## config.mk

```make
export PLATFORM = sky130hd
export DESIGN_NAME = jtag_tap_sampled
export DESIGN_NICKNAME = d
export VERILOG_FILES = /design/src/rtl/jtag_tap_sampled.sv
export SDC_FILE = /design/constraint.sdc
export NUM_CORES = 1
export LEC_CHECK = 0
export BUFFER_PORTS_ARGS = -buffer_cell sky130_fd_sc_hd__buf_2
export CAP_MARGIN = 20
export CORE_UTILIZATION = 39
export CTS_BUF_LIST = sky130_fd_sc_hd__clkbuf_4
export CTS_CLUSTER_DIAMETER = 100
export DETAILED_ROUTE_END_ITERATION = 7
export HOLD_SLACK_MARGIN = 0.1
export PLACE_DENSITY = 0.64
export SYNTH_ARGS = -nofsm -noshare
export SYNTH_HDL_FRONTEND = slang
export SYNTH_SLANG_ARGS = --single-unit
```

## constraint.sdc

```tcl
create_clock -name clk -period 5.05 [get_ports clk]
set_input_delay 0 -clock clk [delete_from_list [all_inputs] [get_ports clk]]
set_output_delay 0 -clock clk [all_outputs]
set_load 0.01 [all_outputs]
```

## src/rtl/jtag_tap_sampled.sv

```systemverilog
// jtag_tap_sampled: IEEE 1149.1 TAP controller with tck oversampled in the clk domain
module jtag_tap_sampled #(
  parameter int IR_W = 5,
  parameter logic [31:0] IDCODE_VAL = 32'h1000_0001,
  parameter logic [IR_W-1:0] IR_IDCODE = IR_W'(1),
  parameter logic [IR_W-1:0] IR_USER = IR_W'(8)
) (
  input  logic            clk,
  input  logic            rst,
  input  logic            tck,
  input  logic            tms,
  input  logic            tdi,
  output logic            tdo,
  output logic            tdo_en,
  output logic [3:0]      tap_state,
  output logic [IR_W-1:0] ir,
  output logic            user_sel,
  output logic            user_capture,
  output logic            user_shift,
  output logic            user_update,
  output logic            user_tdi,
  input  logic            user_tdo
);
  typedef enum logic [3:0] {
    TLR = 4'hF, RTI = 4'hC, SEL_DR = 4'h7, CAP_DR = 4'h6, SH_DR = 4'h2, EX1_DR = 4'h1,
    PAU_DR = 4'h3, EX2_DR = 4'h0, UPD_DR = 4'h5, SEL_IR = 4'h4, CAP_IR = 4'hE,
    SH_IR = 4'hA, EX1_IR = 4'h9, PAU_IR = 4'hB, EX2_IR = 4'h8, UPD_IR = 4'hD
  } state_t;
  state_t state_q, state_d;
  logic [2:0] tck_q;
  logic [1:0] tms_q, tdi_q;
  logic [IR_W-1:0] ir_sr_q, ir_sr_d, ir_q, ir_d;
  logic [31:0] id_q, id_d;
  logic byp_q, byp_d, tdo_q, tdo_d, tdo_en_q;
  logic cap_q, shift_q, upd_q, utdi_q;
  logic rise, fall, tms_s, tdi_s, sel_id;
  assign rise = tck_q[1] & ~tck_q[2];
  assign fall = ~tck_q[1] & tck_q[2];
  assign tms_s = tms_q[1];
  assign tdi_s = tdi_q[1];
  assign sel_id = ir_q == IR_IDCODE;
  assign user_sel = ir_q == IR_USER;
  assign tdo = tdo_q;
  assign tdo_en = tdo_en_q;
  assign tap_state = state_q;
  assign ir = ir_q;
  assign user_capture = cap_q;
  assign user_shift = shift_q;
  assign user_update = upd_q;
  assign user_tdi = utdi_q;
  // TAP state transitions, evaluated only on a synchronized tck rise
  always_comb begin
    state_d = state_q;
    if (rise)
      case (state_q)
        TLR:     state_d = tms_s ? TLR    : RTI;
        RTI:     state_d = tms_s ? SEL_DR : RTI;
        SEL_DR:  state_d = tms_s ? SEL_IR : CAP_DR;
        CAP_DR:  state_d = tms_s ? EX1_DR : SH_DR;
        SH_DR:   state_d = tms_s ? EX1_DR : SH_DR;
        EX1_DR:  state_d = tms_s ? UPD_DR : PAU_DR;
        PAU_DR:  state_d = tms_s ? EX2_DR : PAU_DR;
        EX2_DR:  state_d = tms_s ? UPD_DR : SH_DR;
        UPD_DR:  state_d = tms_s ? SEL_DR : RTI;
        SEL_IR:  state_d = tms_s ? TLR    : CAP_IR;
        CAP_IR:  state_d = tms_s ? EX1_IR : SH_IR;
        SH_IR:   state_d = tms_s ? EX1_IR : SH_IR;
        EX1_IR:  state_d = tms_s ? UPD_IR : PAU_IR;
        PAU_IR:  state_d = tms_s ? EX2_IR : PAU_IR;
        EX2_IR:  state_d = tms_s ? UPD_IR : SH_IR;
        UPD_IR:  state_d = tms_s ? SEL_DR : RTI;
        default: state_d = TLR;
      endcase
  end
  // Register actions belong to the state being left on rise; tdo only moves on fall
  always_comb begin
    ir_sr_d = ir_sr_q;
    ir_d = ir_q;
    id_d = id_q;
    byp_d = byp_q;
    tdo_d = tdo_q;
    if (rise) begin
      if (state_q == CAP_IR) ir_sr_d = IR_W'(1);
      if (state_q == SH_IR) ir_sr_d = {tdi_s, ir_sr_q[IR_W-1:1]};
      if (state_q == CAP_DR) id_d = IDCODE_VAL;
      if (state_q == CAP_DR) byp_d = 1'b0;
      if (state_q == SH_DR && sel_id) id_d = {tdi_s, id_q[31:1]};
      if (state_q == SH_DR && !sel_id && !user_sel) byp_d = tdi_s;
      if (state_q == UPD_IR) ir_d = ir_sr_q;
      if (state_d == TLR) ir_d = IR_IDCODE;
    end else if (fall)
      tdo_d = state_q == SH_IR ? ir_sr_q[0] :
              state_q == SH_DR ? (sel_id ? id_q[0] : user_sel ? user_tdo : byp_q) : tdo_q;
  end
  // Synchronizers, state and datapath registers with synchronous reset
  always_ff @(posedge clk) begin
    if (rst) begin
      tck_q <= '0;
      tms_q <= '0;
      tdi_q <= '0;
      state_q <= TLR;
      ir_sr_q <= '0;
      ir_q <= IR_IDCODE;
      id_q <= '0;
      byp_q <= 1'b0;
      tdo_q <= 1'b0;
      tdo_en_q <= 1'b0;
      cap_q <= 1'b0;
      shift_q <= 1'b0;
      upd_q <= 1'b0;
      utdi_q <= 1'b0;
    end else begin
      tck_q <= {tck_q[1:0], tck};
      tms_q <= {tms_q[0], tms};
      tdi_q <= {tdi_q[0], tdi};
      state_q <= state_d;
      ir_sr_q <= ir_sr_d;
      ir_q <= ir_d;
      id_q <= id_d;
      byp_q <= byp_d;
      tdo_q <= tdo_d;
      tdo_en_q <= state_d == SH_DR || state_d == SH_IR;
      cap_q <= rise && state_q == CAP_DR && user_sel;
      shift_q <= rise && state_q == SH_DR && user_sel;
      upd_q <= rise && state_q == UPD_DR && user_sel;
      utdi_q <= rise && state_q == SH_DR && user_sel ? tdi_s : utdi_q;
    end
  end
endmodule

```

==> impl_metrics.yaml, run 1 <==
run_status:
  run_status: "completed"
setup_path:
  r2r-start: "tap_state[0]$_SDFF_PP1_"
  crit_path_start: "tap_state[0]$_SDFF_PP1_"
  end_kind: "register"
  cp_max_fo: 35
  worstSetupStartpointType: "register"
  cp.required_ns: 5.37
  arrival_ns: 2.60
  path_class: "register to register"
pwr:
  clockPowerShare_pct: 34.5
  switching_share_pct: 24.9
  seqPwrFrac_pct: 61.7
  irDropWorstVdd_v: 0.000147
  power_switching_mw: 0.196
  intPower_mw: 0.592
  power_frac_comb_pct: 3.8
  p_leak_nw: 0.930
  p_per_area_nw_per_um2: 295
clock_tree:
  path_clk_slew_ns: 0.11
  cts_sinks: 60
  cts-resized-gates: 0
  cts.path.max_buffers: 2
  cts_max_level: 3
  cts_buffers: 9
  cts_tree: "built"
  clk_latency_ns: 0.39
  root_buffer: "clkbuf_4"
global_routing:
  gr-total-overflow: 0
  antenna_found_initial: 0
  grt_first_pass_wirelength_um: 7790
  grt_pass1_vias: 1669
  grtUsageTotal_pct: 15.9
  grt_max_degree: 51
timing:
  rsz0062_at_grt: "no"
  fmax_ghz: 0.440
  finalSetupViolCount: 0
  tightest_slew_ns: 0.970
  final.setup.worst_slack_ns: 2.78
  finalHoldViolations: 0
  period_share_pct: 45.0
  slew_viol_final: 0
  slew_headroom_pct: 35.3
  tns_ns: 0
  finClkSkew_ns: 0.0179
  fin_crit_ns: 2.27
yosys:
  yosys_register_bits: 60
  ys_seq_area_share_pct: 50.4
  synth_top_area_cell: "dfxtp_1"
  synth_top_area_share_pct: 50.4
  synthCells: 274
  yosysWarningCount: 0
  syn-num-nets: 280
  syn_area_um2: 2380
  synth-edff-count: 0
  syn_area_per_cell_um2: 8.69
  ys.flop_type: "dfxtp_1"
  synth_cell_type_count: 41
  synth_area_leaders: "dfxtp_1 (50%), a21oi_1 (8.4%), o21ai_0 (6.9%), nand3_1 (6.5%), clkbuf_1 (3.0%)"
  async_flop_share_pct: 0
final_layout:
  multi_input_area_um2: 1070
  antenna_cells: 0
  mostFrequentLayoutCell: "dfxtp_1"
  n_fill_cell: 595
  stdcell_count: 367
  final_util_pct: 45.1
  final_cell_mix: "dfxtp_1 (60), a21oi_1 (40), o21ai_0 (33)"
  design_area_um2: 2670
  area_growth_pct: 12.2
  drive_gt1_share_pct: 17.1
  seqCellArea_um2: 1200
  nets: 293
flow_run:
  max_cap_violations: 0
hold_path:
  worstHoldStart: "rst"
  hold_class: "input pin to register"
routing:
  detail_route.first_pass.iterations: 5
  vias: 1992
  drt-initial-drc-count: 185
  routed_wl_um: 4700
  ant_nets: 0
  route.detailed.drc: 0
  via_per_inst: 5.43
  routedWlPerCell_um: 12.8
place:
  placed_area_um2: 2500
  gp_congestion: 0.768
  dp_hpwl_um: 2680
  portBuffers: 21
  post-place-cells: 346
  pre_cts_slack_ns: 2.70
die:
  dieWidth_um: 80.2
  die-area_um2: 6420
  core_area_um2: 5920
  io_pins: 22
  fp-row-count: 28
  start_util_pct: 40.2
  die_h_um: 80.2
[timing repair]
action	CTS	global route
endpoints found under the hold margin	4	0
hold buffers	4	0
setup buffers	0	0
[critical path: stages, from the launching register on]
cell and delay (ns):
dfxtp_1 0.44, nand2b_1 0.26, or3_1 0.74, or4_1 0.62, a31oi_1 0.16
[cell type report]
type / instances / area share, %
clock inverter: 6 / 1.17
inverter: 4 / 0.562
multi-input combinational: 184 / 40.0
tap: 75 / 3.51
sequential: 60 / 44.9
clock buffer: 10 / 2.81
timing repair buffer: 28 / 7.02
[per-layer routing]
metal / share of wire, % / routed length (um) / global-route usage, %
met1: 53 / 2500 / 21.8
met3: 3.6 / 170 / 5.80
met5: 0 / 0 / 0
met2: 42 / 1970 / 22.1
met4: 1.3 / 59 / 6.43
[synth_stat cells (2+ instances only)]
master and instances:
o221a_2 2, a32o_1 4, nor4b_1 2, nand2b_1 5, o21ai_0 33, buf_2 6, clkbuf_1 19, nor2b_1 10
a31oi_1 3, and3_1 3, a21boi_0 2, nor3_1 4, a21oi_1 40, nor2_1 5, nand3_1 31, or3b_2 5
nand2_1 12, o31ai_1 3, inv_1 4, dfxtp_1 60
[final timing paths]
check                   endpoint  slack (ns)  cells past startpoint
max           byp_q$_SDFFE_PP0P_        2.78                      4
min reg2reg  tms_q[1]$_SDFF_PP0_        0.45                      1
max reg2reg   byp_q$_SDFFE_PP0P_        2.78                      4
min          tdi_q[0]$_SDFF_PP0_        0.24                      2
[sequential cells by signal (all words and copies together), names as in the netlist]
| register | count |
|---|---|
| ir | 5 |
| user_shift | 1 |
| tdo_en | 1 |
| user_update | 1 |
| byp_q | 1 |
| tms_q | 2 |
| user_capture | 1 |
| tck_q | 3 |
| user_tdi | 1 |
| tap_state | 4 |
| tdi_q | 2 |
| id_q | 32 |
| ir_sr_q | 5 |
| tdo | 1 |
[cell families after synthesis]
logic type             Yosys count  synth area share (%)
AOI/OAI and AO/OA               95                  23.2
buffers and inverters           30                  5.09
DFF                             60                  50.4
muxes                            1                 0.420
and+or+nand+nor                 88                  20.9
[per-stage QoR]
step	power, mW	hold WS, ns
3_3_place_gp	0.524	0.206
3_5_place_dp	0.524	0.214
5_1_grt	0.830	0.244
6_report	0.788	0.236
4_1_cts	0.799	0.217
2_1_floorplan	0.516	0.128
[power by group through the flow]
stage / Combinational, mW / Clock (mW) / Sequential, mW
final: 0.0300 / 0.272 / 0.486
after global routing: 0.0329 / 0.309 / 0.487
after CTS: 0.0299 / 0.283 / 0.486
after detailed placement: 0.0275 / 0 / 0.497
after global placement: 0.0274 / 0 / 0.497
after floorplan: 0.0250 / 0 / 0.491
No activity file was read; power rests on OpenSTA's default activity.
==> inputs of run 2 (changes only) <==
Settings changed: PLACE_DENSITY 0.64 to 0.66.
Clock period 5.05 ns to 1.9 ns, I/O delays scaled along.
==> run 2 against run 1 <==
Net effect: clock power rose to 2.5 times the previous value; sequential share of layout area fell by 1.6 points; register-to-register slack got worse by 2.6 ns; non-clock buffer count rose by 15; hold slack got worse by 0.098 ns.
==> impl_metrics.yaml, run 2 (synthesized netlist as in run 1, its figures left out) <==
final_layout:
  nets: 308
  area_growth_pct: 16.4
  final_cell_mix: "dfxtp_1 (60), a21oi_1 (40), o21ai_0 (33)"
  antenna_cells: 0
  mostFrequentLayoutCell: "dfxtp_1"
  regMostFlops: "id_q"
  largest_reg_flops: 32
  stdcell_count: 380
  drive_gt1_share_pct: 19.7
  n_fill_cell: 594
timing:
  slew_headroom_pct: 65.8
  fin_crit_ns: 1.77
  period_share_pct: 92.9
  finClkSkew_ns: 0.0137
  tightest_slew_ns: 0.509
  fmax_ghz: 0.566
  finalSetupViolCount: 0
  finalHoldViolations: 0
  whs_ns: 0.138
  tns_ns: 0
  rsz0062_at_grt: "no"
  slew_viol_final: 0
global_routing:
  gr-total-overflow: 0
  antenna_found_initial: 0
  grt_first_pass_wirelength_um: 8250
  grt_max_degree: 34
  grtUsageTotal_pct: 16.8
  grt_pass1_vias: 1825
pwr:
  p_leak_nw: 0.990
  p_per_area_nw_per_um2: 747
  seqPwrFrac_pct: 61.8
  clockPowerShare_pct: 32.9
  intPower_mw: 1.58
  power_frac_comb_pct: 5.3
  power_switching_mw: 0.496
  switching_share_pct: 23.9
  irDropWorstVdd_v: 0.000478
setup_path:
  path_class: "register to output pin"
  crit_path_start: "ir[2]$_SDFFE_PP0P_"
  r2r-start: "ir[2]$_SDFFE_PP0P_"
  end_kind: "output pin"
  cp_max_fo: 6
  ff2ff_setup_slack_ns: 0.15
  worstSetupStartpointType: "register"
  reg2regPathDepth: 5
  cp.required_ns: 1.90
  arrival_ns: 1.77
  r2r-end: "id_q[22]$_SDFFE_PP0P_"
routing:
  routed_wl_um: 4990
  routedWlPerCell_um: 13.1
  ant_nets: 0
  route.detailed.drc: 0
  detail_route.first_pass.iterations: 4
  via_per_inst: 5.41
  vias: 2057
  drt-initial-drc-count: 126
place:
  gp_congestion: 0.793
  post-place-cells: 359
  portBuffers: 21
  dp_hpwl_um: 3060
clock_tree:
  root_buffer: "clkbuf_4"
  cts_sinks: 60
  cts_max_level: 3
  cts.path.max_buffers: 2
  clk_latency_ns: 0.40
  post_cts_buffers: 0
  hold_buffers: 7
  path_clk_slew_ns: 0.10
  cts_tree: "built"
  cts-resized-gates: 0
  cts_buffers: 9
die:
  start_util_pct: 40.2
  die-area_um2: 6420
  fp-row-count: 28
  io_pins: 22
  core_area_um2: 5920
  dieWidth_um: 80.2
  die_h_um: 80.2
run_status:
  run_status: "completed"
flow_run:
  max_cap_violations: 0
hold_path:
  worstHoldStart: "user_tdo"
  hold_path_end: "tdo$_SDFFE_PP0P_"
  holdPathStages: 4
  hold_class: "input pin to register"
[run 2: worst max-delay path by stage]
stage / end / slack [ns] / cells past startpoint
floorplan: byp_q$_SDFFE_PP0P_ / 0.15 / 6
global placement: ir[4]$_SDFFE_PP0P_ / 0.28 / 4
detailed placement: id_q[10]$_SDFFE_PP0P_ / 0.18 / 5
CTS: user_sel / 0.10 / 4
global route: user_sel / 0.004 / 4
finish: user_sel / 0.13 / 4
[run 2: per-stage QoR]
step	instance area (um^2)	util [%]	worst slack [ns]	total power [mW]
after floorplan	2380	-	0.154	1.37
after global placement	2610	44.1	0.278	1.41
after detailed placement	2610	44.1	0.182	1.41
after CTS	2770	46.8	0.104	2.09
after global routing	2770	46.8	0.00423	2.15
final	2770	46.8	0.135	2.07
[run 2: final cells by class]
class | instances | area, um^2 | area share, %
clock inverter | 4 | 18.8 | 0.677
tap | 75 | 93.8 | 3.38
sequential | 60 | 1200 | 43.3
timing repair buffer | 43 | 300 | 10.8
clock buffer | 10 | 75.1 | 2.71
inverter | 4 | 15.0 | 0.542
multi-input combinational | 184 | 1070 | 38.5
[run 2: critical path: stages, from the launching register on]
cell	delay, ns
dfxtp_1	0.35
nor3_1	0.45
nand2_1	0.23
inv_1	0.19
buf_2	0.16
[run 2: layer usage]
metal / vias to the layer above / track usage, % / part of all wire, %
met5: - / 0 / 0
met4: 0 / 10.2 / 2.1
met3: 10 / 3.75 / 4.3
met2: 48 / 24.6 / 44
met1: 964 / 22.4 / 50
li1: 1035 / - / -
[run 2: power by group through the flow]
stage | logic [mW] | clock network [mW] | registers (mW)
after CTS | 0.109 | 0.702 | 1.28
after detailed placement | 0.0981 | 0 | 1.31
after global routing | 0.120 | 0.747 | 1.28
final | 0.109 | 0.682 | 1.28
after global placement | 0.0970 | 0 | 1.31
after floorplan | 0.0664 | 0 | 1.31
==> inputs of run 3 (changes only) <==
Settings changed: CORE_MARGIN set to 1.
Clock period 1.9 ns to 1.4 ns, I/O delays scaled along.
==> run 3 against run 2 <==
Net effect: the flow now finishes with violations (negative setup slack); combinational power is 79% higher; critical path type is now register to register; critical path depth is 1 higher; highest routed layer unchanged; sequential share of layout area is 6.9 points lower; cell count is 8.9% higher; worst setup slack worse by 0.29 ns.
==> impl_metrics.yaml, run 3 (synthesized netlist as in run 1, its figures left out) <==
setup_path:
  cp.required_ns: 1.73
  ff2ff_setup_slack_ns: -0.15
  cp_max_fo: 19
  path_class: "register to register"
  cp.depth: 5
  r2r-end: "byp_q$_SDFFE_PP0P_"
  reg2regPathDepth: 5
  slowest_stage: "dfxtp_1"
  worstSetupStartpointType: "register"
  crit_chain: "nor2b_1 > and2_2 > buf_6 > o21ai_0 > a31oi_1"
  arrival_ns: 1.89
  cpPeakStageDelay_ns: 0.42
  path_buf_inv: 1
  end_kind: "register"
  crit_family: "simple AND/OR/NAND/NOR gates"
  r2r-start: "ir[0]$_SDFFE_PP1P_"
clock_tree:
  cts_buffers: 9
  clk_latency_ns: 0.40
  root_buffer: "clkbuf_4"
  cts_max_level: 3
  cts.path.max_buffers: 2
  cts_sinks: 60
  path_clk_slew_ns: 0.09
  cts_tree: "built"
global_routing:
  grtUsageTotal_pct: 19.1
  gr-total-overflow: 0
  antenna_found_initial: 0
  grt_first_pass_wirelength_um: 9290
  grt_pass1_vias: 1930
  grt_max_degree: 31
final_layout:
  antenna_cells: 0
  stdcell_count: 414
  n_fill_cell: 494
  largest_reg_flops: 32
  drive_gt1_share_pct: 41.3
  mostFrequentLayoutCell: "dfxtp_1"
  regMostFlops: "id_q"
  nets: 341
  area_growth_pct: 40.4
  final_cell_mix: "dfxtp_1 (53), buf_4 (33), a21oi_1 (29), nand3_1 (29), buf_2 (21)"
die:
  dieWidth_um: 80.2
  die-area_um2: 6420
  core_area_um2: 5920
  start_util_pct: 40.2
  die_h_um: 80.2
  fp-row-count: 28
  io_pins: 22
run_status:
  run_status: "finished, violations left"
  failed_checks: "negative setup slack"
routing:
  detail_route.first_pass.iterations: 5
  drt-initial-drc-count: 173
  routedWlPerCell_um: 14.6
  ant_nets: 0
  via_per_inst: 5.35
  vias: 2215
  route.detailed.drc: 0
  routed_wl_um: 6020
pwr:
  p_per_area_nw_per_um2: 867
  p_leak_nw: 1.21
  irDropWorstVdd_v: 0.000432
place:
  portBuffers: 21
  post-place-cells: 379
  gp_congestion: 0.817
  dp_hpwl_um: 3370
  pre_cts_slack_ns: -0.123
hold_path:
  worstHoldStart: "user_tdo"
  hold_class: "input pin to register"
  holdPathStages: 4
  hold_path_end: "tdo$_SDFFE_PP0P_"
flow_run:
  max_cap_violations: 0
timing:
  fin_crit_ns: 1.55
  period_share_pct: 111
  slew_headroom_pct: 70.3
  final.setup.worst_slack_ns: -0.154
  rsz0062_at_grt: "yes"
  fmax_ghz: 0.643
  finClkSkew_ns: 0.0137
  slew_viol_final: 0
  finalHoldViolations: 0
  tightest_slew_ns: 0.445
  finalSetupViolCount: 45
[run 3: changes by cell type in the layout (fill, tap and decap cells not counted), moves of 4 or more]
cell	before	now
a21oi_1	40	29
a21oi_2	0	11
buf_4	14	33
buf_6	0	15
dfxtp_1	60	53
dfxtp_2	0	4
o21ai_0	33	20
o21ai_1	0	12
or3b_2	5	1
or3b_4	0	4
[run 3: routing by layer]
layer | part of all wire, % | wire (um) | up-vias | global-route usage [%]
met5 | 0 | 0 | - | 0
met4 | 1.6 | 97 | 0 | 8.04
met3 | 3.5 | 208 | 12 | 4.77
met2 | 49 | 2950 | 45 | 28.2
met1 | 46 | 2770 | 1050 | 26.2
li1 | - | - | 1108 | -
[run 3: what timing repair did]
item / CTS / global route
cloned: 3 / 0
setup endpoints to repair: 48 / 50
buffers inserted: 10 / 4
hold buffers: 4 / 0
endpoints found under the hold margin: 13 / 0
resized for setup: 53 / 32
pin swaps: 10 / 17
[run 3: final cells by class]
cell class / count / area (um^2) / share of cell area (%)
sequential: 60 / 1220 / 36.4
clock inverter: 4 / 17.5 / 0.524
clock buffer: 11 / 82.6 / 2.47
timing repair buffer: 76 / 617 / 18.4
inverter: 4 / 15.0 / 0.449
multi-input combinational: 184 / 1300 / 38.9
tap: 75 / 93.8 / 2.80
[run 3: through the flow]
| stage | total power, mW | TNS [ns] | hold slack, ns | cell area (um^2) | utilization (%) |
|---|---|---|---|---|---|
| finish | 2.90 | -3.56 | 0.142 | 3350 | 56.5 |
| floorplan | 1.87 | -3.36 | 0.128 | 2440 | - |
| CTS | 2.90 | -1.57 | 0.103 | 3190 | 53.8 |
| detailed placement | 1.93 | -2.82 | 0.214 | 2800 | 47.4 |
| global placement | 1.93 | -2.02 | 0.207 | 2800 | 47.4 |
| global route | 3.02 | -6.87 | 0.149 | 3350 | 56.5 |
[run 3: worst max-delay path by stage]
stage                    endpoint                     from  slack [ns]
2_1_floorplan  byp_q$_SDFFE_PP0P_  tap_state[1]$_SDFF_PP1_       -0.14
3_3_place_gp     tdo$_SDFFE_PP0P_  tap_state[0]$_SDFF_PP1_       -0.14
3_5_place_dp   ir[2]$_SDFFE_PP0P_  tap_state[0]$_SDFF_PP1_       -0.12
4_1_cts                  user_sel       ir[4]$_SDFFE_PP0P_       -0.10
5_1_grt        byp_q$_SDFFE_PP0P_       ir[0]$_SDFFE_PP1P_       -0.21
6_report       byp_q$_SDFFE_PP0P_       ir[0]$_SDFFE_PP1P_       -0.15
[run 3: tightest hold or removal path: stages]
cell and delay [ns]:
buf_2 0.10, and3_4 0.16, o31ai_4 0.16, a311oi_1 0.07
[run 3: where the power goes]
part           internal, mW  total, mW  switching (mW)
clock network         0.379      0.972           0.594
logic                0.0877      0.195           0.107
registers              1.72       1.74          0.0171
